<file path="config.mk">
export PLATFORM = sky130hd
export DESIGN_NAME = omem_drain
export DESIGN_NICKNAME = d
export VERILOG_FILES = /design/src/rtl/omem_drain.sv
export SDC_FILE = /design/constraint.sdc
export NUM_CORES = 1
export LEC_CHECK = 0
export ABC_AREA = 1
export BUFFER_PORTS_ARGS = -buffer_cell sky130_fd_sc_hd__buf_2
export CORE_UTILIZATION = 35
export CTS_BUF_LIST = sky130_fd_sc_hd__clkbuf_8
export DETAILED_ROUTE_END_ITERATION = 8
export PLACE_DENSITY_LB_ADDON = 0.3
export SLEW_MARGIN = 20
export SYNTH_ARGS = -nofsm -noshare
export SYNTH_HDL_FRONTEND = slang
export SYNTH_SLANG_ARGS = --single-unit
export TNS_END_PERCENT = 5
</file>
<file path="constraint.sdc">
create_clock -name CLK -period 2.25 [get_ports CLK]
set_input_delay 0.675 -clock CLK [delete_from_list [all_inputs] [get_ports CLK]]
set_output_delay 0.675 -clock CLK [all_outputs]
set_load 0.005 [all_outputs]
</file>
<file path="src/rtl/omem_drain.sv">
// omem_drain: reads result rows back from output memory O after a MAC run and
// streams their DW-bit elements over valid/ready through a 2-word prefetch buffer.
module omem_drain #(
  parameter int DW    = 16,
  parameter int LANES = 4,
  parameter int AW    = 4
) (
  input  logic                CLK,
  input  logic                RSTN,
  input  logic                START,
  input  logic [11:0]         MNT,
  output logic                BUSY,
  output logic                DONE,
  output logic                EN_O,
  output logic                RW_O,
  output logic [AW-1:0]       ADDR_O,
  input  logic [LANES*DW-1:0] RDATA_O,
  output logic                OUT_VALID,
  input  logic                OUT_READY,
  output logic [DW-1:0]       OUT_DATA,
  output logic                OUT_EOR,
  output logic                OUT_LAST
);

  localparam int WW = LANES * DW;
  localparam int CW = (LANES > 1) ? $clog2(LANES) : 1;
  localparam int NW = $clog2(LANES + 1);

  typedef enum logic [1:0] {IDLE = 2'd0, RUN = 2'd1, FIN = 2'd2} state_e;

  state_e          state_q, state_d;
  logic [3:0]      m_q, m_d;
  logic [NW-1:0]   nc_q, nc_d;
  logic [3:0]      issued_q, issued_d;
  logic [3:0]      row_q, row_d;
  logic [CW-1:0]   col_q, col_d;
  logic [1:0]      occ_q, occ_d;
  logic [WW-1:0]   buf0_q, buf0_d, buf1_q, buf1_d;
  logic            en_q, en_d, infl_q;
  logic            busy_q, busy_d, done_q, done_d;
  logic            valid_q, valid_d, eor_q, eor_d, last_q, last_d;
  logic [DW-1:0]   data_q, data_d;

  logic            accept_s, empty_s, xfer_s, pop_s, cap_s;
  logic [NW-1:0]   nc_s;
  logic            mnt_unused_s;

  function automatic logic [DW-1:0] lane_sel(input logic [WW-1:0] word, input logic [CW-1:0] col);
    lane_sel = word[int'(col)*DW +: DW];
  endfunction

  assign accept_s     = START && (state_q != RUN);
  assign empty_s      = (MNT[11:8] == 4'd0) || (MNT[7:4] == 4'd0);
  assign nc_s         = (MNT[7:4] > 4'(LANES)) ? NW'(LANES) : NW'(MNT[7:4]);
  assign xfer_s       = valid_q && OUT_READY;
  assign pop_s        = xfer_s && eor_q;
  // A read issued last cycle returns its data this cycle.
  assign cap_s        = infl_q;
  assign mnt_unused_s = ^MNT[3:0];

  // FSM state register.
  always_ff @(posedge CLK or negedge RSTN) begin
    if (!RSTN) begin
      state_q <= IDLE;
    end else begin
      state_q <= state_d;
    end
  end

  // FSM next-state logic; a START in the DONE cycle is accepted like in IDLE.
  always_comb begin
    state_d = state_q;
    case (state_q)
      IDLE, FIN: begin
        if (START) begin
          if (empty_s) state_d = FIN;
          else         state_d = RUN;
        end else begin
          state_d = IDLE;
        end
      end
      RUN: begin
        if (xfer_s && last_q) state_d = FIN;
        else                  state_d = RUN;
      end
      default: state_d = IDLE;
    endcase
  end

  // Counters and prefetch buffer next state.
  always_comb begin
    m_d      = m_q;
    nc_d     = nc_q;
    issued_d = issued_q;
    occ_d    = occ_q;
    buf0_d   = buf0_q;
    buf1_d   = buf1_q;
    col_d    = col_q;
    row_d    = row_q;
    if (accept_s) begin
      m_d      = MNT[11:8];
      nc_d     = nc_s;
      issued_d = 4'd0;
      occ_d    = 2'd0;
      col_d    = CW'(0);
      row_d    = 4'd0;
    end else begin
      if (en_q) issued_d = issued_q + 4'd1;
      else      issued_d = issued_q;
      case ({pop_s, cap_s})
        2'b11: begin
          if (occ_q == 2'd2) begin
            buf0_d = buf1_q;
            buf1_d = RDATA_O;
          end else begin
            buf0_d = RDATA_O;
          end
        end
        2'b10: begin
          buf0_d = buf1_q;
          occ_d  = occ_q - 2'd1;
        end
        2'b01: begin
          if (occ_q == 2'd0) buf0_d = RDATA_O;
          else               buf1_d = RDATA_O;
          occ_d = occ_q + 2'd1;
        end
        default: begin
          occ_d = occ_q;
        end
      endcase
      if (xfer_s) col_d = eor_q ? CW'(0) : col_q + CW'(1);
      else        col_d = col_q;
      if (pop_s) row_d = row_q + 4'd1;
      else       row_d = row_q;
    end
  end

  // FSM outputs, computed from next state so every port comes straight from a flop.
  always_comb begin
    if ((state_d == RUN) && (issued_d < m_d) && ((occ_d + {1'b0, en_q}) < 2'd2)) en_d = 1'b1;
    else                                                                        en_d = 1'b0;
    busy_d  = (state_d == RUN);
    done_d  = (state_d == FIN);
    valid_d = (occ_d != 2'd0);
    if (valid_d) begin
      data_d = lane_sel(buf0_d, col_d);
      eor_d  = (NW'(col_d) == (nc_d - NW'(1)));
      last_d = eor_d && (row_d == (m_d - 4'd1));
    end else begin
      data_d = {DW{1'b0}};
      eor_d  = 1'b0;
      last_d = 1'b0;
    end
  end

  // Datapath and output registers.
  always_ff @(posedge CLK or negedge RSTN) begin
    if (!RSTN) begin
      m_q      <= 4'd0;
      nc_q     <= {NW{1'b0}};
      issued_q <= 4'd0;
      row_q    <= 4'd0;
      col_q    <= {CW{1'b0}};
      occ_q    <= 2'd0;
      buf0_q   <= {WW{1'b0}};
      buf1_q   <= {WW{1'b0}};
      en_q     <= 1'b0;
      infl_q   <= 1'b0;
      busy_q   <= 1'b0;
      done_q   <= 1'b0;
      valid_q  <= 1'b0;
      data_q   <= {DW{1'b0}};
      eor_q    <= 1'b0;
      last_q   <= 1'b0;
    end else begin
      m_q      <= m_d;
      nc_q     <= nc_d;
      issued_q <= issued_d;
      row_q    <= row_d;
      col_q    <= col_d;
      occ_q    <= occ_d;
      buf0_q   <= buf0_d;
      buf1_q   <= buf1_d;
      en_q     <= en_d;
      infl_q   <= en_q;
      busy_q   <= busy_d;
      done_q   <= done_d;
      valid_q  <= valid_d;
      data_q   <= data_d;
      eor_q    <= eor_d;
      last_q   <= last_d;
    end
  end

  assign BUSY      = busy_q;
  assign DONE      = done_q;
  assign EN_O      = en_q;
  assign RW_O      = 1'b0;
  assign ADDR_O    = AW'(issued_q);
  assign OUT_VALID = valid_q;
  assign OUT_DATA  = data_q;
  assign OUT_EOR   = eor_q;
  assign OUT_LAST  = last_q;

endmodule

</file>
==> results.json, run 1 <==
{
  "reg2reg_depth": 11,
  "yosysWarnings": 0,
  "dr_total_vias": 10300,
  "dr.pass1.iters": 6,
  "avgRoutedWirePerCell_um": 15.6,
  "cts_tree": "built",
  "cts_buffers": 17,
  "vias_per_cell": 4.90,
  "maxCapViolCount": 0,
  "fill_cells": 3174,
  "cts-root-buf": "clkbuf_8",
  "cp-start-kind": "flip-flop",
  "whs_ns": 0.0932,
  "p_seq_share_pct": 27.5,
  "wl_um": 32900,
  "first_iter_violations": 625,
  "fp-row-count": 64,
  "grtUsageTotal_pct": 21.6,
  "ys_seq_area_share_pct": 39.5,
  "antenna_found_initial": 3,
  "hpwlAfterDp_um": 23000,
  "crit_buf_inv": 2,
  "drv_slew": 0,
  "synth_top_family_by_area": "simple AND/OR/NAND/NOR gates",
  "ys_ff_latch": 172,
  "max_freq_ghz": 0.491,
  "overflow": 0,
  "drc": 0,
  "layout.nets": 1784,
  "p_int_mw": 10.5,
  "htreeDepth": 4,
  "r2r_end": "OUT_DATA[4]",
  "finalPower_mw": 20.3,
  "num_io_pins": 107,
  "grt_pass1_vias": 9980,
  "crit_family": "simple AND/OR/NAND/NOR gates",
  "setup-tns-final_ns": 0,
  "netlist_instances": 1600,
  "setup_viol": 0,
  "areaGrowthSynthToFinish_pct": 16.0,
  "pwr-share-comb_pct": 61.5,
  "core-area_um2": 30600,
  "ys_types": 40,
  "dp_cells": 2075,
  "place.gp.congestion": 0.876,
  "synthSimpleGateAreaFrac_pct": 36.9,
  "final_antenna_net_count": 0,
  "postCtsSetupRepairBufs": 0,
  "outcome": "finished clean",
  "die_y_um": 179,
  "ctsLongestPathBuffers": 2,
  "period_needed_ns": 2.04,
  "syn_area_per_cell_um2": 6.82,
  "grt_max_degree": 52,
  "synth_xor_area_share_pct": 0.321,
  "synth_largest_area_cell": "dfrtp_1",
  "crit_path_end_kind": "flip-flop",
  "cp.arrival_ns": 2.44,
  "cp_common_cell": "nand2_1",
  "final_util_pct": 41.4,
  "vdd_drop_max_v": 0.000830,
  "p_clk_share_pct": 11.0,
  "power.density_nw_per_um2": 1600,
  "hold_violations": 0,
  "synth_adder_area_share_pct": 0.688,
  "power.leakage_nw": 6.70,
  "synth_top_cell_area_share_pct": 39.5,
  "synth_area_leaders": "dfrtp_1, nand2_1, nand3_1",
  "syn-num-nets": 1686,
  "swShare_pct": 48.0,
  "rsz0062_at_grt": "false",
  "p_switching_mw": 9.74,
  "cp_slowest_cell": "dfrtp_1",
  "synth_mux_area_share_pct": 3.41,
  "crit_chain": "inv_2 -> nand2_2 -> buf_4 -> nand2_1 -> nand2_1 -> a21oi_1 -> nand2_1 -> nand3_1 -> nand2_1 -> nand2_1 -> a21oi_1",
  "cts_sinks": 172,
  "rrSetupSlack_ns": 0.21,
  "grt_pass1_wl_um": 52700,
  "layout-drive-gt1-share_pct": 16.8,
  "r2r_start": "occ_q[0]",
  "cp_max_fo": 13,
  "die_width_um": 179,
  "initial_utilization_pct": 35.7,
  "fin_cells": 2110,
  "slowest_delay_ns": 0.51,
  "clk_latency_ns": 0.48,
  "finClkSkew_ns": 0.0205,
  "cts_resized": 0,
  "post-route-period-util_pct": 90.5,
  "path_class": "flip-flop to flip-flop",
  "dieArea_um2": 31900,
  "synth_compound_area_share_pct": 9.76,
  "synthesis.area_um2": 10900,
  "numPortBuffers": 101,
  "hold_class": "input port to async pin",
  "required_ns": 2.65,
  "hold_buffers": 0,
  "path_clk_slew_ns": 0.11
}
cells in the final DEF (no fill, tap or decap), drive strengths merged:
master,synthesis,layout
a21boi,24,24
mux2,33,33
nand4,2,2
o211ai,2,2
nand3b,1,1
buf,65,166
o21ai,59,59
a21oi,108,108
conb,1,1
nor2,114,114
clkbuf,22,19
o21a,2,2
ha,6,6
bufinv,0,1
xor2,1,1
dfrtp,172,172
nand3,140,140
inv,149,154
and2,41,41
clkinvlp,0,3
diode,0,3
xnor2,3,3
o21bai,1,1
nand2,611,611
clkinv,1,5
a31oi,1,1
or2,41,41
cells in the mapped netlist (all sizes together):
cell type,count
ha,6
xor2,1
o21a,2
a21oi,108
and2,41
nor2,114
o211ai,2
buf,65
a21boi,24
conb,1
o21bai,1
dfrtp,172
o21ai,59
or2,41
xnor2,3
nand2,611
nand3b,1
clkinv,1
inv,149
mux2,33
nand3,140
clkbuf,22
a31oi,1
nand4,2
per-stage QoR:
| step | area, um^2 | worst slack (ns) |
|---|---|---|
| floorplan | 10900 | 0.274 |
| global placement | 12300 | 0.0313 |
| detailed placement | 12300 | 0.0156 |
| CTS | 12600 | 0.231 |
| global route | 12600 | 0.00683 |
| finish | 12700 | 0.213 |
state kept, by name, summed over array words and instances, names as in the netlist, 2 cells and up:
| name | flops |
|---|---|
| state_q | 2 |
| buf0_q | 64 |
| row_q | 4 |
| occ_q | 2 |
| OUT_DATA | 16 |
| col_q | 2 |
| nc_q | 3 |
| ADDR_O | 4 |
| buf1_q | 64 |
| m_q | 4 |
cell families (layout without fill, tap and decap cells):
family	count (synthesis)	in the layout
xor+xnor	4	4
flops	172	172
compound gates	197	197
fa+ha+maj	6	6
buf+inv	237	348
simple gates	950	950
mux	33	33
other cells	1	4
worst max path at each step:
stage / slack [ns] / endpoint / start / cells after the start
global placement: 0.03 / OUT_DATA[8] / OUT_READY / 13
finish: 0.21 / OUT_DATA[4] / occ_q[0] / 11
floorplan: 0.27 / EN_O / START / 9
global route: 0.007 / OUT_DATA[14] / occ_q[0] / 13
CTS: 0.23 / OUT_DATA[4] / occ_q[0] / 11
detailed placement: 0.02 / OUT_DATA[4] / OUT_READY / 11
layout make-up:
type                    count  area (um^2)  area share (%)
diodes                      3         7.51          0.0593
clock buffers              19          262            2.07
clock inverters            13          130            1.03
inverters                 150          563            4.45
multi-input cells        1191         5590            44.2
flip-flops and latches    172         4310            34.0
well taps                 396          495            3.92
repair buffers            166         1300            10.3
power by group through the flow:
stage          sequential, mW  combinational [mW]  clock, mW
2_1_floorplan            5.36                8.61          0
3_3_place_gp             5.58                12.2          0
3_5_place_dp             5.61                12.5          0
4_1_cts                  5.57                12.5       2.30
5_1_grt                  5.74                14.1       2.42
6_report                 5.57                12.5       2.22
per-layer routing:
metal / vias to the layer above / share of wire [%] / global-route usage, %
met1: 4831 / 44 / 27.5
met4: 0 / 2.9 / 8.12
met2: 273 / 46 / 35.0
li1: 5194 / - / -
met5: - / 0 / 0
met3: 43 / 6.8 / 5.50
No activity file was read; power rests on OpenSTA's default activity.
==> run 2, diff against run 1 <==
Settings changed: PLACE_DENSITY set to 0.56, PLACE_DENSITY_LB_ADDON 0.3 to unset.
==> run 2 against run 1 <==
Compared with the run above: global-route usage grew 0.30 points; routed wire length is 0.87% higher; maximum frequency rose by 0.36%; utilization rose by 0.80 points; final area is 1.9% higher; register-to-register slack barely moved; first-iteration DRC count decreased by 9.6%; sequential power about the same; flip-flop and latch count unchanged; critical path type unchanged.
==> results.json, run 2 (synthesis gave the netlist of run 1 again) <==
{
  "vdd_drop_max_v": 0.000797,
  "place_ws_ns": -0.0522,
  "grtUsageTotal_pct": 21.9,
  "dieArea_um2": 31900,
  "setup_viol": 0,
  "initial_utilization_pct": 35.7,
  "crit_family": "buffers and inverters",
  "cp_slowest_cell": "dfrtp_1",
  "place.gp.congestion": 0.826,
  "fill_cells": 3196,
  "required_ns": 2.65,
  "post-route-period-util_pct": 90.2,
  "cts_resized": 0,
  "finClkSkew_ns": 0.0231,
  "cts_sinks": 172,
  "crit_path_end_kind": "flip-flop",
  "overflow": 0,
  "dr.pass1.iters": 6,
  "power.density_nw_per_um2": 1620,
  "drc": 0,
  "final_antenna_net_count": 0,
  "layout.nets": 1817,
  "dpl_cell_area_um2": 12500,
  "finalPower_mw": 20.8,
  "cts_tree": "built",
  "hold_violations": 0,
  "cp.arrival_ns": 2.43,
  "finalWorstSetupSlack_ns": 0.220,
  "wl_um": 33200,
  "core-area_um2": 30600,
  "period_needed_ns": 2.03,
  "layout-drive-gt1-share_pct": 18.3,
  "grt_max_degree": 57,
  "path_clk_slew_ns": 0.10,
  "grt_pass1_vias": 9953,
  "postCtsSetupRepairBufs": 0,
  "fin_cells": 2140,
  "areaGrowthSynthToFinish_pct": 18.3,
  "avgRoutedWirePerCell_um": 15.5,
  "r2r_start": "OUT_EOR",
  "crit_chain": "nand3_4 -> buf_4 -> nor2_4 -> buf_12 -> o21ai_1 -> nand2_1 -> nand3_2 -> nand2_1 -> inv_2 -> buf_4 -> a21oi_1",
  "final_util_pct": 42.2,
  "hold_buffers": 0,
  "slowest_delay_ns": 0.49,
  "numPortBuffers": 101,
  "maxCapViolCount": 0,
  "die_width_um": 179,
  "power.leakage_nw": 6.88,
  "die_y_um": 179,
  "htreeDepth": 4,
  "ctsLongestPathBuffers": 2,
  "antenna_cells": 0,
  "antenna_found_initial": 1,
  "dr_total_vias": 10300,
  "clk_latency_ns": 0.50,
  "vias_per_cell": 4.82,
  "final_common_cell": "nand2_1",
  "first_iter_violations": 565,
  "mostFrequentLayoutCells": "nand2_1, dfrtp_1, inv_1, nand3_1, nor2_1",
  "startpoint": "OUT_EOR",
  "dp_cells": 2108,
  "fp-row-count": 64,
  "crit_buf_inv": 4,
  "max_freq_ghz": 0.493,
  "cts_buffers": 17,
  "cp_max_fo": 26,
  "hold_class": "input port to async pin",
  "grt_pass1_wl_um": 53600,
  "drv_slew": 0,
  "outcome": "finished clean",
  "num_io_pins": 107,
  "cp-start-kind": "flip-flop",
  "hpwlAfterDp_um": 23500,
  "final_cell_area_um2": 12900,
  "path_class": "flip-flop to flip-flop",
  "cts-root-buf": "clkbuf_8",
  "rsz0062_at_grt": "false"
}
run 2: layout make-up:
| class | count | area [um^2] | share of cell area [%] |
|---|---|---|---|
| Multi-Input combinational cell | 1191 | 5590 | 43.3 |
| Timing Repair Buffer | 199 | 1540 | 11.9 |
| Inverter | 150 | 563 | 4.37 |
| Clock buffer | 17 | 234 | 1.81 |
| Clock inverter | 15 | 175 | 1.36 |
| Tap cell | 396 | 495 | 3.84 |
| Sequential cell | 172 | 4310 | 33.4 |
run 2: worst register-to-register path, cell delays in order, from the launching register on:
cell	delay, ns
dfrtp_1	0.49
nand3_4	0.16
buf_4	0.18
nor2_4	0.09
buf_12	0.20
o21ai_1	0.08
nand2_1	0.08
nand3_2	0.08
nand2_1	0.13
inv_2	0.13
buf_4	0.17
a21oi_1	0.17
run 2: power by group:
| group | internal, mW | switching, mW | leakage, nW |
|---|---|---|---|
| Combinational | 5.21 | 7.71 | 4.61 |
| Sequential | 4.67 | 0.869 | 2.06 |
| Clock | 1.03 | 1.36 | 0.210 |
| Total | 10.9 | 9.93 | 6.88 |
run 2: stage by stage:
step	hold slack [ns]	TNS [ns]
after floorplan	0.379	0
after global placement	0.470	-0.303
after detailed placement	0.483	-0.391
after CTS	0.0608	0
after global routing	0.0809	0
final	0.0962	0
run 2: metal layers:
metal / vias to the layer above / GRT usage, % / wire (um)
met3: 41 / 3.52 / 1640
met2: 244 / 35.5 / 15200
met4: 2 / 7.34 / 744
li1: 5263 / - / -
met5: - / 0 / 10
met1: 4759 / 29.5 / 15600
run 2: final timing paths:
path                       cells after the start      endpoint  slack (ns)
setup / recovery                              11  OUT_DATA[13]        0.22
hold / removal                                 1    buf0_q[11]         0.1
setup reg to reg                              11  OUT_DATA[13]        0.22
hold reg to reg                                2    buf1_q[42]        0.51
max in group asynchronous                      2    buf1_q[17]        1.48
min in group CLK                               2    buf1_q[62]        0.43
==> run 3, diff against run 2 <==
Settings changed: ABC_AREA 1 to unset, CTS_CLUSTER_DIAMETER set to 60, PLACE_DENSITY 0.56 to 0.57.
==> run 3 against run 2 <==
Compared with the run above: sequential share of layout area up 6.6 points; global-route usage down 2.2 points; total power is 18% lower; hold slack better by 0.0095 ns; sequential power decreased by 4.0%; routed wire length shrank 27%; via count shrank 32%; first-iteration DRC count is 24% lower; non-clock buffer count up 25; critical endpoint is now OUT_DATA[3].
==> results.json, run 3 <==
{
  "outcome": "finished clean",
  "cp_max_fo": 23,
  "cp-start-kind": "flip-flop",
  "p_int_mw": 10.3,
  "p_seq_share_pct": 31.1,
  "overflow": 0,
  "ys_async_sr_fraction_pct": 100,
  "post-route-period-util_pct": 95.5,
  "antenna_found_initial": 0,
  "grt_pass1_wl_um": 38700,
  "path_clk_slew_ns": 0.09,
  "startpoint": "occ_q[1]",
  "mostFrequentLayoutCells": "dfrtp_1, buf_4, buf_2, nand2_1, mux2_2",
  "synthesis.area_um2": 8650,
  "dr.pass1.iters": 5,
  "p_switching_mw": 6.79,
  "synth_area_leaders": "dfrtp_1, mux2_2, mux2i_1",
  "fp-row-count": 57,
  "max_freq_ghz": 0.465,
  "final_antenna_net_count": 0,
  "first_iter_violations": 431,
  "r2r_start": "occ_q[1]",
  "postCtsSetupRepairBufs": 0,
  "dp_cells": 1286,
  "p_clk_share_pct": 13.2,
  "setup_viol": 0,
  "drc": 0,
  "wl_um": 24100,
  "r2r_end": "OUT_DATA[3]",
  "hold_class": "input port to async pin",
  "finalPower_mw": 17.1,
  "dr_total_vias": 6961,
  "power.leakage_nw": 4.91,
  "numPortBuffers": 101,
  "syn_area_per_cell_um2": 10.8,
  "clk_latency_ns": 0.47,
  "required_ns": 2.59,
  "synth_top_cell_area_share_pct": 49.7,
  "fin_cells": 1318,
  "synth_largest_area_cell": "dfrtp_1",
  "layout.nets": 1067,
  "setup.worst_path.end": "OUT_DATA[3]",
  "reg2reg_depth": 8,
  "core-area_um2": 24200,
  "cp.arrival_ns": 2.49,
  "yosysWarnings": 0,
  "power.density_nw_per_um2": 1590,
  "final_common_cell": "dfrtp_1",
  "hold_violations": 0,
  "ys_types": 70,
  "ys_seq_area_share_pct": 49.7,
  "fill_cells": 2372,
  "avgRoutedWirePerCell_um": 18.3,
  "syn-num-nets": 886,
  "finalWorstSetupSlack_ns": 0.101,
  "cts_buffers": 17,
  "whs_ns": 0.106,
  "setup-tns-final_ns": 0,
  "place_ws_ns": -0.253,
  "ys.flop_type": "dfrtp_1",
  "cts_sinks": 172,
  "die_y_um": 159,
  "rsz0062_at_grt": "true",
  "cts-root-buf": "clkbuf_8",
  "crit_path_end_kind": "flip-flop",
  "synth_edf_count": 0,
  "path_class": "flip-flop to flip-flop",
  "drv_slew": 0,
  "areaGrowthSynthToFinish_pct": 24.5,
  "vdd_drop_max_v": 0.000584,
  "layout-drive-gt1-share_pct": 35.5,
  "grtUsageTotal_pct": 19.7,
  "die_width_um": 159,
  "finClkSkew_ns": 0.0158,
  "grt_pass1_vias": 6937,
  "hpwlAfterDp_um": 17800,
  "synth_common_cells": "dfrtp_1, nand2_1, mux2_2, o21ai_0, a22oi_1",
  "cts_tree": "built",
  "vias_per_cell": 5.28,
  "num_io_pins": 107,
  "netlist_instances": 800,
  "antenna_cells": 0,
  "htreeDepth": 4,
  "maxCapViolCount": 0,
  "initial_utilization_pct": 35.7,
  "dieArea_um2": 25400,
  "grt_max_degree": 54,
  "ys_ff_latch": 172,
  "ctsLongestPathBuffers": 2,
  "swShare_pct": 39.7,
  "synth.most_common_cell": "dfrtp_1",
  "place.gp.congestion": 0.859,
  "rrSetupSlack_ns": 0.10,
  "pwr-share-comb_pct": 55.6,
  "period_needed_ns": 2.15,
  "hold_buffers": 0
}
[run 3: cell types whose count changed in the layout (fill, tap and decap cells not counted), moves of 20 or more]
cell	previous run	this run
nand2_1	604	75
inv_1	141	17
nand3_1	136	29
nor2_1	110	25
a21oi_1	108	26
and2_1	41	0
a22oi_1	0	40
mux2_2	28	66
mux2i_1	0	37
buf_4	75	110
or2_2	35	1
o22ai_1	0	22
a21boi_0	23	2
o221ai_1	0	20
[run 3: worst min path at each step]
stage / from / to / slack, ns / cells past startpoint
2_1_floorplan: RSTN / ADDR_O[0] / 0.38 / 0
3_3_place_gp: buf0_q[63] / buf0_q[63] / 0.46 / 2
4_1_cts: RSTN / ADDR_O[1] / 0.09 / 1
5_1_grt: RSTN / m_q[1] / 0.11 / 1
6_report: RSTN / m_q[1] / 0.11 / 1
3_5_place_dp: buf0_q[59] / buf0_q[59] / 0.48 / 2
[run 3: cell type report]
| class | instances | area [um^2] | area share (%) |
|---|---|---|---|
| Sequential cell | 172 | 4310 | 40.0 |
| Multi-Input combinational cell | 549 | 3990 | 37.1 |
| Timing Repair Buffer | 224 | 1600 | 14.8 |
| Tap cell | 324 | 405 | 3.76 |
| Clock buffer | 18 | 248 | 2.30 |
| Clock inverter | 14 | 155 | 1.44 |
| Inverter | 17 | 66.3 | 0.616 |
[run 3: cell families (layout without fill, tap and decap cells)]
group / count (synthesis) / in the layout / synth area share (%)
AO/OA/AOI/OAI: 243 / 243 / 19.6
XOR/XNOR: 20 / 20 / 2.18
adder cells (fa/ha/maj): 7 / 7 / 0.998
buffers and inverters: 79 / 273 / 4.64
flip-flops: 172 / 172 / 49.7
multiplexers: 105 / 105 / 13.1
other: 1 / 1 / 0.0433
AND/OR/NAND/NOR: 173 / 173 / 9.66
[run 3: layer usage]
metal | GRT usage (%) | up-vias | part of all wire, %
li1 | - | 3344 | -
met1 | 28.0 | 3458 | 48
met2 | 31.3 | 140 | 47
met3 | 3.39 | 19 | 3.9
met4 | 4.55 | 0 | 1.1
met5 | 0 | - | 0
[run 3: what timing repair did]
action                                  4_1_cts  5_1_grt
pin swaps                                     0        1
endpoints found under the setup margin        4       16
gates resized for setup                       1       12
[run 3: worst max-delay path: stages, from the launching register on]
cell	delay (ns)
dfrtp_1	0.45
or2_1	0.33
buf_12	0.20
mux2i_1	0.20
a21oi_1	0.09
o21a_1	0.17
a222oi_1	0.33
buf_4	0.17
o22ai_1	0.07
[run 3: power by group through the flow]
stage | registers [mW] | logic (mW) | clock network [mW]
2_1_floorplan | 5.15 | 6.00 | 0
3_3_place_gp | 5.32 | 9.35 | 0
3_5_place_dp | 5.37 | 9.48 | 0
4_1_cts | 5.31 | 9.52 | 2.34
5_1_grt | 5.49 | 10.4 | 2.48
6_report | 5.32 | 9.51 | 2.26
[run 3: stage by stage]
stage	cell area, um^2	utilization (%)
global route	10800	44.4
CTS	10700	44.3
floorplan	8690	-
finish	10800	44.4
global placement	10300	42.6
detailed placement	10300	42.6
